--- config.mk ---
export PLATFORM = sky130hd
export DESIGN_NAME = rr_bus_arbiter
export DESIGN_NICKNAME = d
export VERILOG_FILES = /design/src/rtl/bus_arb_pkg.sv /design/src/rtl/rr_bus_arbiter_picker.sv /design/src/rtl/rr_bus_arbiter.sv
export SDC_FILE = /design/constraint.sdc
export NUM_CORES = 1
export LEC_CHECK = 0
export CAP_MARGIN = 20
export CELL_PAD_IN_SITES_DETAIL_PLACEMENT = 1
export CELL_PAD_IN_SITES_GLOBAL_PLACEMENT = 2
export CORE_ASPECT_RATIO = 1.25
export CORE_MARGIN = 2
export CORE_UTILIZATION = 35
export DETAILED_ROUTE_END_ITERATION = 12
export PLACE_DENSITY_LB_ADDON = 0.1
export SYNTH_ARGS = -nofsm -noshare
export SYNTH_HDL_FRONTEND = slang
export SYNTH_HIERARCHICAL = 1
export SYNTH_SLANG_ARGS = --single-unit
--- constraint.sdc ---
create_clock -name clk -period 3.25 [get_ports clk]
set_input_delay 0.4875 -clock clk [delete_from_list [all_inputs] [get_ports clk]]
set_output_delay 0.4875 -clock clk [all_outputs]
set_load 0.005 [all_outputs]
--- src/rtl/bus_arb_pkg.sv ---
// bus_arb_pkg: shared state encoding, width helper and default parameters for the bus arbiter
package bus_arb_pkg;
    localparam int DEF_NUM_MASTERS = 2;
    localparam int DEF_NUM_SLAVES = 3;
    localparam int DEF_TIMEOUT_CYCLES = 4096;
    typedef enum logic [1:0] {IDLE, WAIT_SLV, OWN, RELEASE} state_t;
    function automatic int clog2w(input int n);
        return (n > 1) ? $clog2(n) : 1;
    endfunction
endpackage

--- src/rtl/rr_bus_arbiter_picker.sv ---
// rr_picker: rotating-priority encoder, the first set request at or after start wins
module rr_picker import bus_arb_pkg::*; #(
    parameter int N = 2,
    parameter int W = clog2w(N)
) (
    input  logic [N-1:0] req,
    input  logic [W-1:0] start,
    output logic [W-1:0] idx,
    output logic         valid
);
    logic [W-1:0] c;
    // scan from the farthest position back toward start so the nearest request is assigned last
    always_comb begin
        idx = '0;
        c = '0;
        valid = |req;
        for (int k = N - 1; k >= 0; k--) begin
            c = W'((int'(start) + k) % N);
            if (req[c]) idx = c;
        end
    end
endmodule

--- src/rtl/rr_bus_arbiter.sv ---
// rr_bus_arbiter: round-robin bus arbiter granting one master at a time to a ready slave
module rr_bus_arbiter import bus_arb_pkg::*; #(
    parameter int NUM_MASTERS = DEF_NUM_MASTERS,
    parameter int NUM_SLAVES = DEF_NUM_SLAVES,
    parameter int TIMEOUT_CYCLES = DEF_TIMEOUT_CYCLES,
    localparam int MW = clog2w(NUM_MASTERS),
    localparam int SW = clog2w(NUM_SLAVES)
) (
    input  logic                      clk,
    input  logic                      reset,
    input  logic [NUM_MASTERS-1:0]    m_request,
    input  logic [NUM_MASTERS*SW-1:0] m_slave_select,
    input  logic [NUM_MASTERS-1:0]    m_tx_done,
    input  logic [NUM_SLAVES-1:0]     slave_ready,
    output logic [NUM_MASTERS-1:0]    m_grant,
    output logic [MW-1:0]             bus_grant,
    output logic [SW-1:0]             slave_grant,
    output logic                      busy,
    output logic                      timeout,
    output logic                      sel_error
);
    localparam int CW = clog2w(TIMEOUT_CYCLES);

    state_t state, state_n;
    logic [MW-1:0] owner, owner_n, last_owner, last_owner_n, start, raw_idx, win_idx, bus_grant_n;
    logic [SW-1:0] slv, slv_n, slave_grant_n;
    logic [CW-1:0] cnt, cnt_n;
    logic [NUM_MASTERS-1:0] valid_req, m_grant_n;
    logic raw_valid, win_valid, done, last_cycle, timeout_n, sel_error_n;

    assign start = (last_owner == MW'(NUM_MASTERS - 1)) ? '0 : last_owner + 1'b1;
    assign done = m_tx_done[owner];
    assign last_cycle = cnt == CW'(TIMEOUT_CYCLES - 1);

    // requests naming a nonexistent slave never take part in arbitration
    always_comb begin
        valid_req = '0;
        for (int i = 0; i < NUM_MASTERS; i++)
            valid_req[i] = m_request[i] && ({1'b0, m_slave_select[i*SW +: SW]} < (SW + 1)'(NUM_SLAVES));
    end

    // the raw pick only detects a bad select; the masked pick chooses the actual winner
    rr_picker #(.N(NUM_MASTERS), .W(MW)) raw_pick (.req(m_request), .start(start), .idx(raw_idx), .valid(raw_valid));
    rr_picker #(.N(NUM_MASTERS), .W(MW)) win_pick (.req(valid_req), .start(start), .idx(win_idx), .valid(win_valid));

    // next-state and next-output logic; outputs are registered from these values
    always_comb begin
        state_n = state;
        owner_n = owner;
        slv_n = slv;
        last_owner_n = last_owner;
        bus_grant_n = bus_grant;
        slave_grant_n = slave_grant;
        timeout_n = 1'b0;
        sel_error_n = 1'b0;
        case (state)
            IDLE: begin
                sel_error_n = raw_valid && !valid_req[raw_idx];
                if (win_valid) begin
                    state_n = WAIT_SLV;
                    owner_n = win_idx;
                    slv_n = m_slave_select[int'(win_idx)*SW +: SW];
                end
            end
            WAIT_SLV: begin
                if (!m_request[owner]) state_n = IDLE;
                else if (slave_ready[slv]) begin
                    state_n = OWN;
                    bus_grant_n = owner;
                    slave_grant_n = slv;
                end
            end
            OWN: begin
                timeout_n = last_cycle && !done && m_request[owner];
                if (done || !m_request[owner] || last_cycle) state_n = RELEASE;
            end
            default: begin
                state_n = IDLE;
                last_owner_n = owner;
            end
        endcase
        cnt_n = (state == OWN && state_n == OWN) ? cnt + 1'b1 : '0;
        m_grant_n = (state_n == OWN) ? NUM_MASTERS'(1) << owner_n : '0;
    end

    // state and registered outputs; reset drops every grant without waiting for a clock
    always_ff @(posedge clk or posedge reset) begin
        if (reset) begin
            state <= IDLE;
            owner <= '0;
            slv <= '0;
            last_owner <= MW'(NUM_MASTERS - 1);
            cnt <= '0;
            m_grant <= '0;
            bus_grant <= '0;
            slave_grant <= '0;
            busy <= 1'b0;
            timeout <= 1'b0;
            sel_error <= 1'b0;
        end else begin
            state <= state_n;
            owner <= owner_n;
            slv <= slv_n;
            last_owner <= last_owner_n;
            cnt <= cnt_n;
            m_grant <= m_grant_n;
            bus_grant <= bus_grant_n;
            slave_grant <= slave_grant_n;
            busy <= state_n != IDLE;
            timeout <= timeout_n;
            sel_error <= sel_error_n;
        end
    end
endmodule

==> summary.md, run 1 <==
| Metric | Value |
|---|---|
| GR Overflow Total | 0 |
| Fin crit share | 59.3% |
| DP Area | 1490 um2 |
| Worst Path Max Fanout | 6 |
| Worst path depth | 5 |
| Design Area, Final | 1590 um2 |
| Worst R2R End | cnt[11] |
| Ant diodes | 0 |
| Share of post-route cells with drive strength above 1 | 8.16% |
| Drt total wl | 2630 um |
| Class of the worst hold path | in2async |
| First-pass GRT wire length | 4810 um |
| Net count after synthesis | 138 |
| Final hold violations | 0 |
| GRT Util Overall | 15.2% |
| Commonest non-fill, non-tap cell in the layout | dfrtp_1 |
| Post-CTS sizing | 0 |
| Peak supply drop | 0.338 mV |
| #FFs+latches synth | 26 |
| CTS Buffer Depth | 2 |
| Worst endpoint required time | 3.41 ns |
| R2r setup slk | 1.38 ns |
| Slew HR | 70.2% |
| Total number of vias | 951 |
| Synthesis-to-finish area growth | 27.0% |
| Final setup violation count | 0 |
| Skew-Pair Late Insertion Delay | 0.27 ns |
| Row cnt | 24 |
| CTS buffer count | 3 |
| Part of the Yosys area used for sequential elements | 52.0% |
| Critical path endpoint category | flip-flop |
| Power Density | 626 nW/um2 |
| Nets | 162 |
| Hold buffer count at cts | 0 |
| Most used DFF post-synth | dfrtp_1 |
| Most frequent cells in the layout | 25 x dfrtp_1, 20 x clkdlybuf4s50_1, 19 x nor2_1 |
| R2R depth | 5 |
| Worst path slowest cell | clkdlybuf4s50_1 |
| Largest net degree at the start of global routing | 27 |
| Critical Path End | owner |
| Critical Path AT | 2.09 ns |
| Max-slew violation count | 0 |
| Ys async rst share | 100% |
| Final min period | 1.93 ns |
| Worst-Margin Slew | 0.446 ns |
| CTS Sinks | 26 |
| Reg2Reg Launch Point | cnt[0] |
| CP max stage delay | 0.53 ns |
| Critical path origin | m_request[0] |
| Outcome | completed |
| Crit path cell chain | clkdlybuf4s50_1, a21boi_0, or2_1, and2_1, mux2_2 |
| Initial Util | 36.3% |
| Clock-pin slew on the worst setup and hold paths | 0.09 ns |
| F_max | 519 MHz |
| Area of the core | 3450 um2 |
| Antenna violations before repair | 0 |
| Die Footprint | 4080 um2 |
| Delay-heaviest family, CP | buffers and inverters |
| Maximum capacitance violations | 0 |
| Setup tns final | 0 ns |
| RSZ-0062 raised after global routing | no |
| Vias per cell | 5.11 |
| Htree depth | 1 |
| Clock Skew | 0.00328 ns |
| Pre-antenna DRT Iters | 4 |
| Wirelength per Cell | 14.1 um |
| CP bufs+invs | 1 |
| Syn avg cell area | 10.1 um2 |
| Post-Syn Area | 1250 um2 |
| Crit Path Class | in2reg |
| Synth unique cells | 33 |
| Final antenna-violating net count | 0 |
| IO Port Bufs | 20 |
| Syn Inst Count | 124 |
| Die Wd | 57.5 um |
| Final GP Congestion | 0.685 |
| LEAKAGE | 0.668 nW |
| Top Ports | 21 |
| Vert. Die Dim | 70.9 um |
| Iteration-0 DRC Markers | 13 |
| Hpwl dp | 2060 um |
| CTS tree | yes |
| Setup bufs post-CTS | 0 |
| Root buffer cell | clkbuf_8 |
| Number of synthesized flops with an enable pin | 0 |
| Startpoint Class | primary input |
| Ys Warns | 6 |
| DRC | 0 |
| Vias in the first global route | 1,063 |
## cells in the mapped netlist (3+ instances only)
master / n / area [um2]
a21oi_1: 4 / 20.0
dfrtp_1: 25 / 626
mux2_2: 5 / 56.3
nor2_1: 19 / 71.3
xnor2_1: 7 / 61.3
nand3_1: 7 / 35.0
mux2i_1: 4 / 40.0
nand2_1: 8 / 30.0
inv_1: 8 / 30.0
nand2b_1: 4 / 25.0
xor2_1: 3 / 26.3
## power by group
part	switching (mW)	internal, mW	leakage, nW
Combinational	0.116	0.166	0.292
Sequential	0.0539	0.396	0.340
Clock	0.100	0.165	0.0357
Total	0.270	0.726	0.668
## worst reg2reg max path: stages (launching register included)
cell	delay [ns]
dfrtp_1	0.44
ha_1	0.31
nand3_1	0.18
or3_1	0.36
nand3_1	0.35
nor2_1	0.11
## per-layer routing
| metal | track usage [%] | share of wire [%] | vias up |
|---|---|---|---|
| li1 | - | - | 463 |
| met1 | 16.6 | 40 | 473 |
| met2 | 28.8 | 58 | 13 |
| met3 | 2.19 | 2.0 | 2 |
| met4 | 5.43 | 0.72 | 0 |
| met5 | 0 | 0 | - |
## how the worst min path moves through the flow
| stage | start | to | slack (ns) | cells past startpoint |
|---|---|---|---|---|
| global route | reset | slave_grant[0] | 0.44 | 2 |
| global placement | slave_grant[0] | slave_grant[0] | 0.49 | 1 |
| finish | reset | slave_grant[0] | 0.44 | 2 |
| floorplan | cnt[0] | cnt[0] | 0.49 | 1 |
| CTS | slave_grant[0] | slave_grant[0] | 0.52 | 1 |
| detailed placement | slave_grant[0] | slave_grant[0] | 0.50 | 1 |
## metrics by stage
step | cells | hold slack (ns) | util [%] | setup slack [ns] | power (mW)
2_1_floorplan | 124 | 0.485 | - | 1.64 | 0.605
3_3_place_gp | 181 | 0.489 | 43.3 | 1.14 | 0.733
3_5_place_dp | 181 | 0.496 | 43.3 | 1.02 | 0.743
4_1_cts | 185 | 0.519 | 45.3 | 1.31 | 1.02
5_1_grt | 186 | 0.441 | 46.1 | 1.15 | 1.07
6_report | 186 | 0.445 | 46.1 | 1.32 | 0.996
## area by class of cell
cell class                      instances  area, um2
Timing Repair Buffer                   21        228
Tap cell                               39       48.8
Fill cell                             384       1860
Inverter                                8       30.0
Multi-Input combinational cell         88        563
Clock inverter                          1       30.0
Sequential cell                        26        652
Clock buffer                            3       41.3
## kinds of logic after synthesis
kind of cell	synth area share [%]
xor+xnor	6.99
flops	52.0
mux	7.68
fa+ha+maj	0.998
buf+inv	3.09
compound gates	5.69
simple gates	23.6
## state kept, by name, indices dropped and copies added, names as in the netlist
signal / cells
cnt: 12
m_grant: 2
slave_grant: 2
slv: 2
state: 2
bus_grant: 1
busy: 1
last_owner: 1
owner: 1
sel_error: 1
timeout: 1
Power figures use the tool's default switching activity.
==> run 2: changes to the inputs <==
CORE_UTILIZATION = 32   (was 35)
clock period = 1.9 ns   (was 3.25 ns; I/O delays follow)
==> run 2 against run 1 <==
Effect of this change:
- worst hold slack worse by 0.065 ns
- flip-flop and latch count unchanged
- critical path depth rose by 1
- combinational power rose by 75%
- sequential share of layout area shrank 0.91 points
- final area rose by 2.3%
- die area is 8.8% higher
- cell count grew 11%
- wire length is 1.4% higher
- worst setup slack got worse by 1.1 ns
- first-iteration DRC count grew 130%
- highest routed layer unchanged
==> summary.md, run 2 (same netlist as run 1, synthesis figures left out) <==
| Metric | Value |
|---|---|
| Total number of vias | 976 |
| R2R depth | 6 |
| Antenna violations before repair | 0 |
| Share of post-route cells with drive strength above 1 | 11.2% |
| Worst R2R End | cnt[7] |
| Htree depth | 1 |
| Final GP Congestion | 0.738 |
| Critical Path AT | 1.89 ns |
| Row cnt | 25 |
| Largest register FFs | 12 |
| Met3 capacity usage during global routing | 2.78% |
| Die Footprint | 4440 um2 |
| Most frequent cells in the layout | 25 x dfrtp_1, 20 x clkdlybuf4s50_1, 19 x nor2_1 |
| GR Overflow Total | 0 |
| Hold_ws | 0.379 ns |
| Final min period | 1.72 ns |
| LEAKAGE | 0.684 nW |
| Power Density | 1060 nW/um2 |
| Hold buffer count at cts | 0 |
| CTS Buffer Depth | 2 |
| F_max | 581 MHz |
| Ant diodes | 0 |
| FF/Latch Area | 652 um2 |
| Maximum capacitance violations | 0 |
| Final setup violation count | 0 |
| DRC | 0 |
| Class of the worst hold path | in2async |
| Core Util, Final | 43.0% |
| Global Route met1 Usage | 15.9% |
| Fillers | 448 |
| Vias in the first global route | 1,032 |
| Tot Pwr | 1.73 mW |
| Worst Path Max Fanout | 11 |
| Startpoint Class | flip-flop |
| CTS tree | yes |
| Wirelength per Cell | 12.9 um |
| Top reg by flops | cnt |
| Pre-antenna DRT Iters | 4 |
| Initial Util | 33.1% |
| Area of the multi-input gates | 563 um2 |
| Final antenna-violating net count | 0 |
| Slew HR | 77.8% |
| Outcome | completed |
| Fin crit share | 90.6% |
| Crit Path Class | reg2reg |
| Setup bufs post-CTS | 0 |
| RSZ-0062 raised after global routing | no |
| CTS buffer count | 3 |
| Vert. Die Dim | 74.0 um |
| Layer carrying the most global-route usage | met2 |
| Commonest non-fill, non-tap cell in the layout | dfrtp_1 |
| Iteration-0 DRC Markers | 30 |
| Synthesis-to-finish area growth | 29.9% |
| R2r setup slk | 0.18 ns |
| Max-slew violation count | 0 |
| GRT Util Overall | 14.4% |
| Final hold violations | 0 |
| Largest net degree at the start of global routing | 27 |
| Top Ports | 21 |
| Die Wd | 60.0 um |
| Post-CTS sizing | 0 |
| Hpwl dp | 2040 um |
| Drt total wl | 2660 um |
| Clock Skew | 0.00495 ns |
| Nets | 167 |
| Critical path endpoint category | flip-flop |
| First-pass GRT wire length | 4730 um |
| Clock-pin slew on the worst setup and hold paths | 0.09 ns |
| Vias per cell | 4.74 |
| Area of the core | 3780 um2 |
| Root buffer cell | clkbuf_8 |
| Peak supply drop | 0.519 mV |
| Worst-Margin Slew | 0.329 ns |
| CTS Sinks | 26 |
| Met2 Usage GRT | 25.6% |
| IO Port Bufs | 20 |
| Worst endpoint required time | 2.07 ns |
| Skew-Pair Late Insertion Delay | 0.28 ns |
| Reg2Reg Launch Point | cnt[1] |
-- run 2: cell types whose count changed in the layout (fill, tap and decap cells not counted) --
cell,previous run,this run
buf_16,1,0
buf_4,0,6
-- run 2: stage by stage --
step | cells | cell area [um2] | setup WS, ns | TNS (ns)
global placement | 202 | 1560 | 0.0567 | 0
global route | 206 | 1630 | 0.0335 | 0
floorplan | 124 | 1250 | 0.386 | 0
finish | 206 | 1630 | 0.179 | 0
CTS | 206 | 1630 | 0.162 | 0
detailed placement | 202 | 1560 | -0.0259 | -0.0570
-- run 2: worst max-delay path, cell delays in order (launching register included) --
cell     delay [ns]
dfrtp_1        0.42
ha_1           0.30
nand3_1        0.17
or3_1          0.38
nand3_1        0.10
buf_4          0.18
nor2_1         0.06
-- run 2: final cells by class --
cell class              count  area share [%]
inverters                   8            1.84
flip-flops and latches     26            40.0
clock inverters             1            1.84
repair buffers             26            15.1
well taps                  54            4.15
clock buffers               3            2.53
multi-input cells          88            34.6
-- run 2: how the worst max path moves through the flow --
stage | start | endpoint | slack [ns]
floorplan | cnt[0] | cnt[2] | 0.39
global placement | m_slave_select[3] | busy | 0.06
detailed placement | m_request[1] | slv[1] | -0.03
CTS | cnt[1] | cnt[7] | 0.16
global route | cnt[1] | cnt[9] | 0.03
finish | cnt[1] | cnt[7] | 0.18
-- run 2: metal layers --
| layer | part of all wire [%] | wire, um | up-vias |
|---|---|---|---|
| met5 | 0 | 0 | - |
| met4 | 2.2 | 59 | 0 |
| met3 | 2.6 | 68 | 5 |
| met2 | 54 | 1450 | 16 |
| met1 | 41 | 1090 | 483 |
| li1 | - | - | 472 |
-- run 2: where the power goes --
| group | switching (mW) | internal, mW | leakage [nW] |
|---|---|---|---|
| clock | 0.186 | 0.282 | 0.0357 |
| combinational | 0.199 | 0.294 | 0.308 |
| sequential | 0.0924 | 0.677 | 0.340 |
| total | 0.478 | 1.25 | 0.684 |
